## config.mk

```make
export PLATFORM = sky130hd
export DESIGN_NAME = dmem_arbiter
export DESIGN_NICKNAME = d
export VERILOG_FILES = /design/src/rtl/dmem_pkg.sv /design/src/rtl/rr_arbiter2.sv /design/src/rtl/dmem_arbiter.sv
export SDC_FILE = /design/constraint.sdc
export NUM_CORES = 1
export LEC_CHECK = 0
export ABC_AREA = 1
export CAP_MARGIN = 25
export CORE_MARGIN = 2
export CORE_UTILIZATION = 36
export CTS_CLUSTER_SIZE = 20
export DETAILED_ROUTE_END_ITERATION = 8
export PLACE_DENSITY = 0.76
export SLEW_MARGIN = 20
export SYNTH_ARGS = -nofsm -noshare
export SYNTH_HDL_FRONTEND = slang
export SYNTH_HIERARCHICAL = 1
export SYNTH_SLANG_ARGS = --single-unit
```

## constraint.sdc

```tcl
create_clock -name clk -period 1.52 [get_ports clk]
set_input_delay 0.228 -clock clk [delete_from_list [all_inputs] [get_ports clk]]
set_output_delay 0.228 -clock clk [all_outputs]
set_load 0.1 [all_outputs]
```

## src/rtl/dmem_pkg.sv

```systemverilog
`default_nettype none
// ============================================================================
//  Module      : dmem_pkg
//  Description : Shared types and defaults for the data-memory arbiter.
//                Controller state encoding, default bus widths, wait-state
//                counter width and the requester-index type.
//  Revision    : 1.0  initial release
// ============================================================================
package dmem_pkg;

   localparam int ADDR_W_DEF = 32;
   localparam int DATA_W_DEF = 32;

   // Wait-state counter width; covers WAIT_STATES = 0..15.
   localparam int WAIT_W = 4;

   typedef enum logic [1:0] {
      IDLE   = 2'd0,
      ACCESS = 2'd1,
      DONE   = 2'd2
   } state_t;

   // Requester index: 0 = core load/store path, 1 = test/DMA loader.
   typedef logic port_idx_t;
   localparam port_idx_t PORT0 = 1'b0;
   localparam port_idx_t PORT1 = 1'b1;

endpackage
`default_nettype wire

```

## src/rtl/rr_arbiter2.sv

```systemverilog
`default_nettype none
// ============================================================================
//  Module      : rr_arbiter2
//  Description : Two-input round-robin grant. A single pointer bit names the
//                favoured requester; it is consulted only when both request.
//                Pulsing update moves the pointer to the port that was not
//                just served.
//  Ports       : clk, rst_n    clock / synchronous active-low reset
//                req[1:0]      request vector (bit n = port n)
//                update        strobe: a transaction of 'served' finished
//                served        index of the port that just finished
//                any_req       at least one request is present
//                winner        index of the port that would win now
//  Revision    : 1.0  initial release
// ============================================================================
module rr_arbiter2
   import dmem_pkg::*;
(
   input  logic       clk,
   input  logic       rst_n,
   input  logic [1:0] req,
   input  logic       update,
   input  logic       served,
   output logic       any_req,
   output logic       winner
);

   port_idx_t ptr;

   always_ff @(posedge clk) begin
      if (!rst_n) begin
         ptr <= PORT0;
      end else if (update) begin
         ptr <= ~served;
      end
   end

   always_comb begin
      any_req = |req;
      case (req)
         2'b01:   winner = PORT0;
         2'b10:   winner = PORT1;
         default: winner = ptr;   // both (or neither): pointer decides
      endcase
   end

endmodule
`default_nettype wire

```

## src/rtl/dmem_arbiter.sv

```systemverilog
`default_nettype none
// ============================================================================
//  Module      : dmem_arbiter
//  Description : Round-robin arbiter in front of the single-ported, byte-
//                addressed 4 KB data memory. Each access runs
//                IDLE -> ACCESS (1 + WAIT_STATES cycles) -> DONE. Stores
//                raise mem_write for exactly one cycle; misaligned requests
//                skip ACCESS and report err with done.
//  Ports       : clk, rst_n               clock / sync active-low reset
//                req/we/addr/wdata{0,1}   requester side, held until done
//                gnt/done/err/rdata{0,1}  per-requester responses
//                mem_adr/mem_wdata/mem_read/mem_write/mem_rdata
//                                         memory side (mem_rdata is
//                                         combinational from mem_adr)
//  Revision    : 1.0  initial release
// ============================================================================
module dmem_arbiter
   import dmem_pkg::*;
#(
   parameter int WAIT_STATES = 0,
   parameter int ADDR_W      = ADDR_W_DEF,
   parameter int DATA_W      = DATA_W_DEF
) (
   input  logic              clk,
   input  logic              rst_n,
   input  logic              req0,
   input  logic              req1,
   input  logic              we0,
   input  logic              we1,
   input  logic [ADDR_W-1:0] addr0,
   input  logic [ADDR_W-1:0] addr1,
   input  logic [DATA_W-1:0] wdata0,
   input  logic [DATA_W-1:0] wdata1,
   output logic              gnt0,
   output logic              gnt1,
   output logic              done0,
   output logic              done1,
   output logic              err0,
   output logic              err1,
   output logic [DATA_W-1:0] rdata0,
   output logic [DATA_W-1:0] rdata1,
   output logic [ADDR_W-1:0] mem_adr,
   output logic [DATA_W-1:0] mem_wdata,
   output logic              mem_read,
   output logic              mem_write,
   input  logic [DATA_W-1:0] mem_rdata
);

   localparam logic [WAIT_W-1:0] WAIT_INIT = WAIT_W'(WAIT_STATES);

   state_t              state;
   state_t              state_nxt;
   port_idx_t           owner;
   logic                we_q;
   logic [ADDR_W-1:0]   addr_q;
   logic [DATA_W-1:0]   wdata_q;
   logic [WAIT_W-1:0]   wait_cnt;
   logic                err_flag;

   logic                any_req;
   port_idx_t           winner;
   logic                ptr_update;

   logic                sel_we;
   logic [ADDR_W-1:0]   sel_addr;
   logic [DATA_W-1:0]   sel_wdata;
   logic                sel_misaligned;
   logic                last_access;

   rr_arbiter2 u_rr (
      .clk     (clk),
      .rst_n   (rst_n),
      .req     ({req1, req0}),
      .update  (ptr_update),
      .served  (owner),
      .any_req (any_req),
      .winner  (winner)
   );

   // Request fields of the current arbitration winner.
   always_comb begin
      sel_we         = (winner == PORT1) ? we1    : we0;
      sel_addr       = (winner == PORT1) ? addr1  : addr0;
      sel_wdata      = (winner == PORT1) ? wdata1 : wdata0;
      sel_misaligned = (sel_addr[1:0] != 2'b00);
   end

   assign last_access = (wait_cnt == '0);

   // State register and latched transaction context.
   always_ff @(posedge clk) begin
      if (!rst_n) begin
         state    <= IDLE;
         owner    <= PORT0;
         we_q     <= 1'b0;
         addr_q   <= '0;
         wdata_q  <= '0;
         wait_cnt <= '0;
         err_flag <= 1'b0;
         rdata0   <= '0;
         rdata1   <= '0;
      end else begin
         state <= state_nxt;
         case (state)
            IDLE: begin
               if (any_req) begin
                  owner    <= winner;
                  we_q     <= sel_we;
                  addr_q   <= sel_addr;
                  wdata_q  <= sel_wdata;
                  wait_cnt <= WAIT_INIT;
                  err_flag <= sel_misaligned;
               end
            end
            ACCESS: begin
               if (last_access) begin
                  if (!we_q) begin
                     if (owner == PORT1) begin
                        rdata1 <= mem_rdata;
                     end else begin
                        rdata0 <= mem_rdata;
                     end
                  end
               end else begin
                  wait_cnt <= wait_cnt - 1'b1;
               end
            end
            default: ;
         endcase
      end
   end

   // Next state and Moore outputs. Outputs are held low while rst_n is low
   // so an aborted store cannot write during the reset cycle itself.
   always_comb begin
      state_nxt  = state;
      gnt0       = 1'b0;
      gnt1       = 1'b0;
      done0      = 1'b0;
      done1      = 1'b0;
      err0       = 1'b0;
      err1       = 1'b0;
      mem_adr    = '0;
      mem_wdata  = '0;
      mem_read   = 1'b0;
      mem_write  = 1'b0;
      ptr_update = 1'b0;
      if (rst_n) begin
         case (state)
            IDLE: begin
               if (any_req) begin
                  state_nxt = sel_misaligned ? DONE : ACCESS;
               end
            end
            ACCESS: begin
               gnt0      = (owner == PORT0);
               gnt1      = (owner == PORT1);
               mem_adr   = addr_q;
               mem_wdata = wdata_q;
               mem_read  = ~we_q;
               mem_write = we_q & last_access;
               if (last_access) begin
                  state_nxt = DONE;
               end
            end
            DONE: begin
               gnt0       = (owner == PORT0);
               gnt1       = (owner == PORT1);
               done0      = (owner == PORT0);
               done1      = (owner == PORT1);
               err0       = (owner == PORT0) & err_flag;
               err1       = (owner == PORT1) & err_flag;
               ptr_update = 1'b1;
               state_nxt  = IDLE;
            end
            default: state_nxt = IDLE;
         endcase
      end
   end

endmodule
`default_nettype wire

```

==> impl_metrics.toml <==
[status]
outcome = "finished, violations left"
violations = "negative setup slack"

[place]
numPortBuffers = 301
place_area_um2 = 11030
dpl.cell_count = 1264
hpwlAfterDp_mm = 16.02
gpl.final_weighted_congestion = 0.7959

[final_layout]
antenna-diode-count = 0
n_fill_cell = 967
layout.cells.most_common_list = "sky130_fd_sc_hd__clkdlybuf4s50_1, sky130_fd_sc_hd__buf_12, sky130_fd_sc_hd__dfxtp_1"
multi_input_area_um2 = 3445
sequential_cell_area_um2 = 2769
area_delta_synth_final_pct = 108.2
final_design_area_no_fill_um2 = 12460
num-nets-final = 1254
final_common_cell = "sky130_fd_sc_hd__clkdlybuf4s50_1"
finalNonFillerCells = 1314
post_route_cells_drive_above_1_share = 0.3163

[route]
antenna_violating_nets_left = 0
drc_violation_count_after_routing = 0
vias_per_cell = 5.167
wirelength_routed_mm = 25.14
vias_after_detailed_routing = 6789
detailedRoute.firstIterationViolations = 350
drt_pre_antenna_iters = 5
wl_per_cell_um = 19.13

[sta]
maxSlewViolCount = 0
timing.max_slew.rel_slack = 0.7739
worstMarginPinSlew_ns = 0.3384
report.final.hold_viol_count = 0
fin_setup_tns_ns = -26.17
post-route-min-period_ns = 1.884
report.final.setup_viol = 139
final.setup_skew_ns = 0.01055
timing.final.crit_share = 1.240
achievable-frequency_mhz = 530.7
rsz0062_at_grt = "true"
whs_ns = 0.1883
setup_slack_ns = -0.3642

[cts]
clock_tree.root_cell = "sky130_fd_sc_hd__clkbuf_16"
cts.htree.levels = 4
tritoncts = "yes"
cts.clk_slew.worst_paths_ns = 0.06
clkLatencyLatePin_ns = 0.42
hold_buffers = 0
cts-buffers-inserted = 17
cts.path.max_buffers = 2
cts.sinks = 138

[global_routing]
first_global_vias = 6922
number_of_antenna_violations_at_the_first_check_in_global_routing = 0
largest_net_degree_at_the_start_of_global_routing = 37
grt_pass1_wl_mm = 36.39
groute.usage.overall = 0.2617
overflow = 0

[yosys]
synthCells = 758
netlist_area_um2 = 5986
ys.warnings.count = 6
synth_nets = 931
register_bit_total_from_synthesis = 138
postSynthAreaPerCell_um2 = 7.897
post_synth_num_cell_types = 27
synth_sequential_area_ratio = 0.4615

[floorplan]
core_area_um2 = 16410
core.rowCount = 47
chipWidth_um = 132.9
die_height_um = 132.9
design.die.area_um2 = 17670
initial_core_util = 0.3648
io-pin-count = 302

[worst_setup_path]
crit_top_cell = "sky130_fd_sc_hd__buf_12"
cp.arrival_ns = 1.66
critical-path-top-delay-family = "buffers and inverters"
cp_cell_sequence = "inv_2 > ha_4 > inv_8 > buf_12 > nor2_2 > buf_4 > buf_12"
slowest_stage = "sky130_fd_sc_hd__dfxtp_2"
cp.buffers_inverters = 5
max_stage_delay_on_crit_path_ns = 0.33
critical_path.max_fanout = 9
timing.critical_path.to_type = "output pin"
timing.critical_path.from_type = "register"
critical_path_rt_ns = 1.29
criticalPathCategory = "register to output pin"

[power]
switching_power_mw = 3.951
total_power_mw = 11.62
clockPowerShare = 0.332
sw_frac_of_total = 0.3399
vdd.ir_drop.worst_mv = 0.8678
share_comb_of_total_power = 0.314
sequentialPowerShare = 0.354
power.density_nw_per_um2 = 932.9
power.internal_mw = 7.673
lkg_pwr_nw = 4.657

[flow_run]
maxCapViolCount = 0

[hold_path]
min-delay-path-class = "input port to register"
-- Yosys cell counts, drive strengths merged --
library cell / n / area share
a22oi: 1 / 0.0013
nand4: 2 / 0.0021
mux2i: 63 / 0.11
clkbuf: 25 / 0.016
o21ai: 68 / 0.057
dfxtp: 138 / 0.46
buf: 34 / 0.038
o22ai: 63 / 0.066
inv: 30 / 0.019
nor2: 183 / 0.12
a31oi: 1 / 0.0010
ha: 7 / 0.015
a21oi: 3 / 0.0025
nor3: 36 / 0.030
a22o: 1 / 0.0015
nand2: 95 / 0.060
nand3: 6 / 0.0067
clkinv: 2 / 0.0015
-- final timing paths --
check             cells after the start  slack, ns  startpoint             to
setup / recovery                      7      -0.36    state[1]  mem_wdata[14]
setup reg to reg                     10      -0.15    state[1]     rdata1[22]
hold reg to reg                       2       0.50    u_rr/ptr       u_rr/ptr
hold / removal                        3       0.19       rst_n       u_rr/ptr
-- sequential cells by signal, indices dropped and copies added (netlist names) --
name and cells:
err_flag 1, wait_cnt 4, wdata_q 32, we_q 1, u_rr/ptr 1, owner 1
state 2, addr_q 32, rdata1 32, rdata0 32
-- layout make-up --
| class | count | share of cell area |
|---|---|---|
| repair buffers | 363 | 0.4257 |
| multi-input cells | 529 | 0.2765 |
| flip-flops and latches | 138 | 0.2222 |
| clock buffers | 20 | 0.03585 |
| well taps | 220 | 0.02209 |
| inverters | 32 | 0.01034 |
| clock inverters | 12 | 0.007331 |
-- what timing repair did --
action                     CTS  global route
hold endpoints to repair     0             0
gates cloned                 4             4
resized for setup          105            69
setup endpoints to repair  143           149
pin swaps                   12            18
buffers inserted             6             4
-- layer usage --
layer | share of wire | GRT usage | up-vias
li1 | - | - | 3207
met1 | 0.36 | 0.2836 | 3191
met2 | 0.50 | 0.4557 | 323
met3 | 0.10 | 0.1134 | 68
met4 | 0.039 | 0.09200 | 0
met5 | 0 | 0 | -
-- power groups by stage --
stage / clock [mW] / sequential [mW] / combinational [mW]
3_3_place_gp: 0 / 4.17 / 3.15
5_1_grt: 4.01 / 4.14 / 3.85
2_1_floorplan: 0 / 4.51 / 1.46
4_1_cts: 3.86 / 4.11 / 3.44
3_5_place_dp: 0 / 4.18 / 3.20
6_report: 3.85 / 4.12 / 3.65
-- per-stage QoR --
stage	util	setup WS, ns
after global placement	0.6721	-0.6214
after CTS	0.7353	-0.3443
final	0.7594	-0.3642
after global routing	0.7594	-0.4124
after floorplan	-	-0.9068
after detailed placement	0.6721	-0.6865
-- cell families after synthesis --
kind of cell | synth area share
simple gates | 0.2153
buf+inv | 0.07420
flops | 0.4615
mux | 0.1054
fa+ha+maj | 0.01463
compound gates | 0.1290
-- worst reg2reg max path: cells and delay by family, from the launching register on --
family	cells	cell delay, ns
fa+ha+maj	1	0.16
simple gates	3	0.40
compound gates	1	0.07
flops	1	0.33
buf+inv	5	0.65
Power figures use the tool's default switching activity.
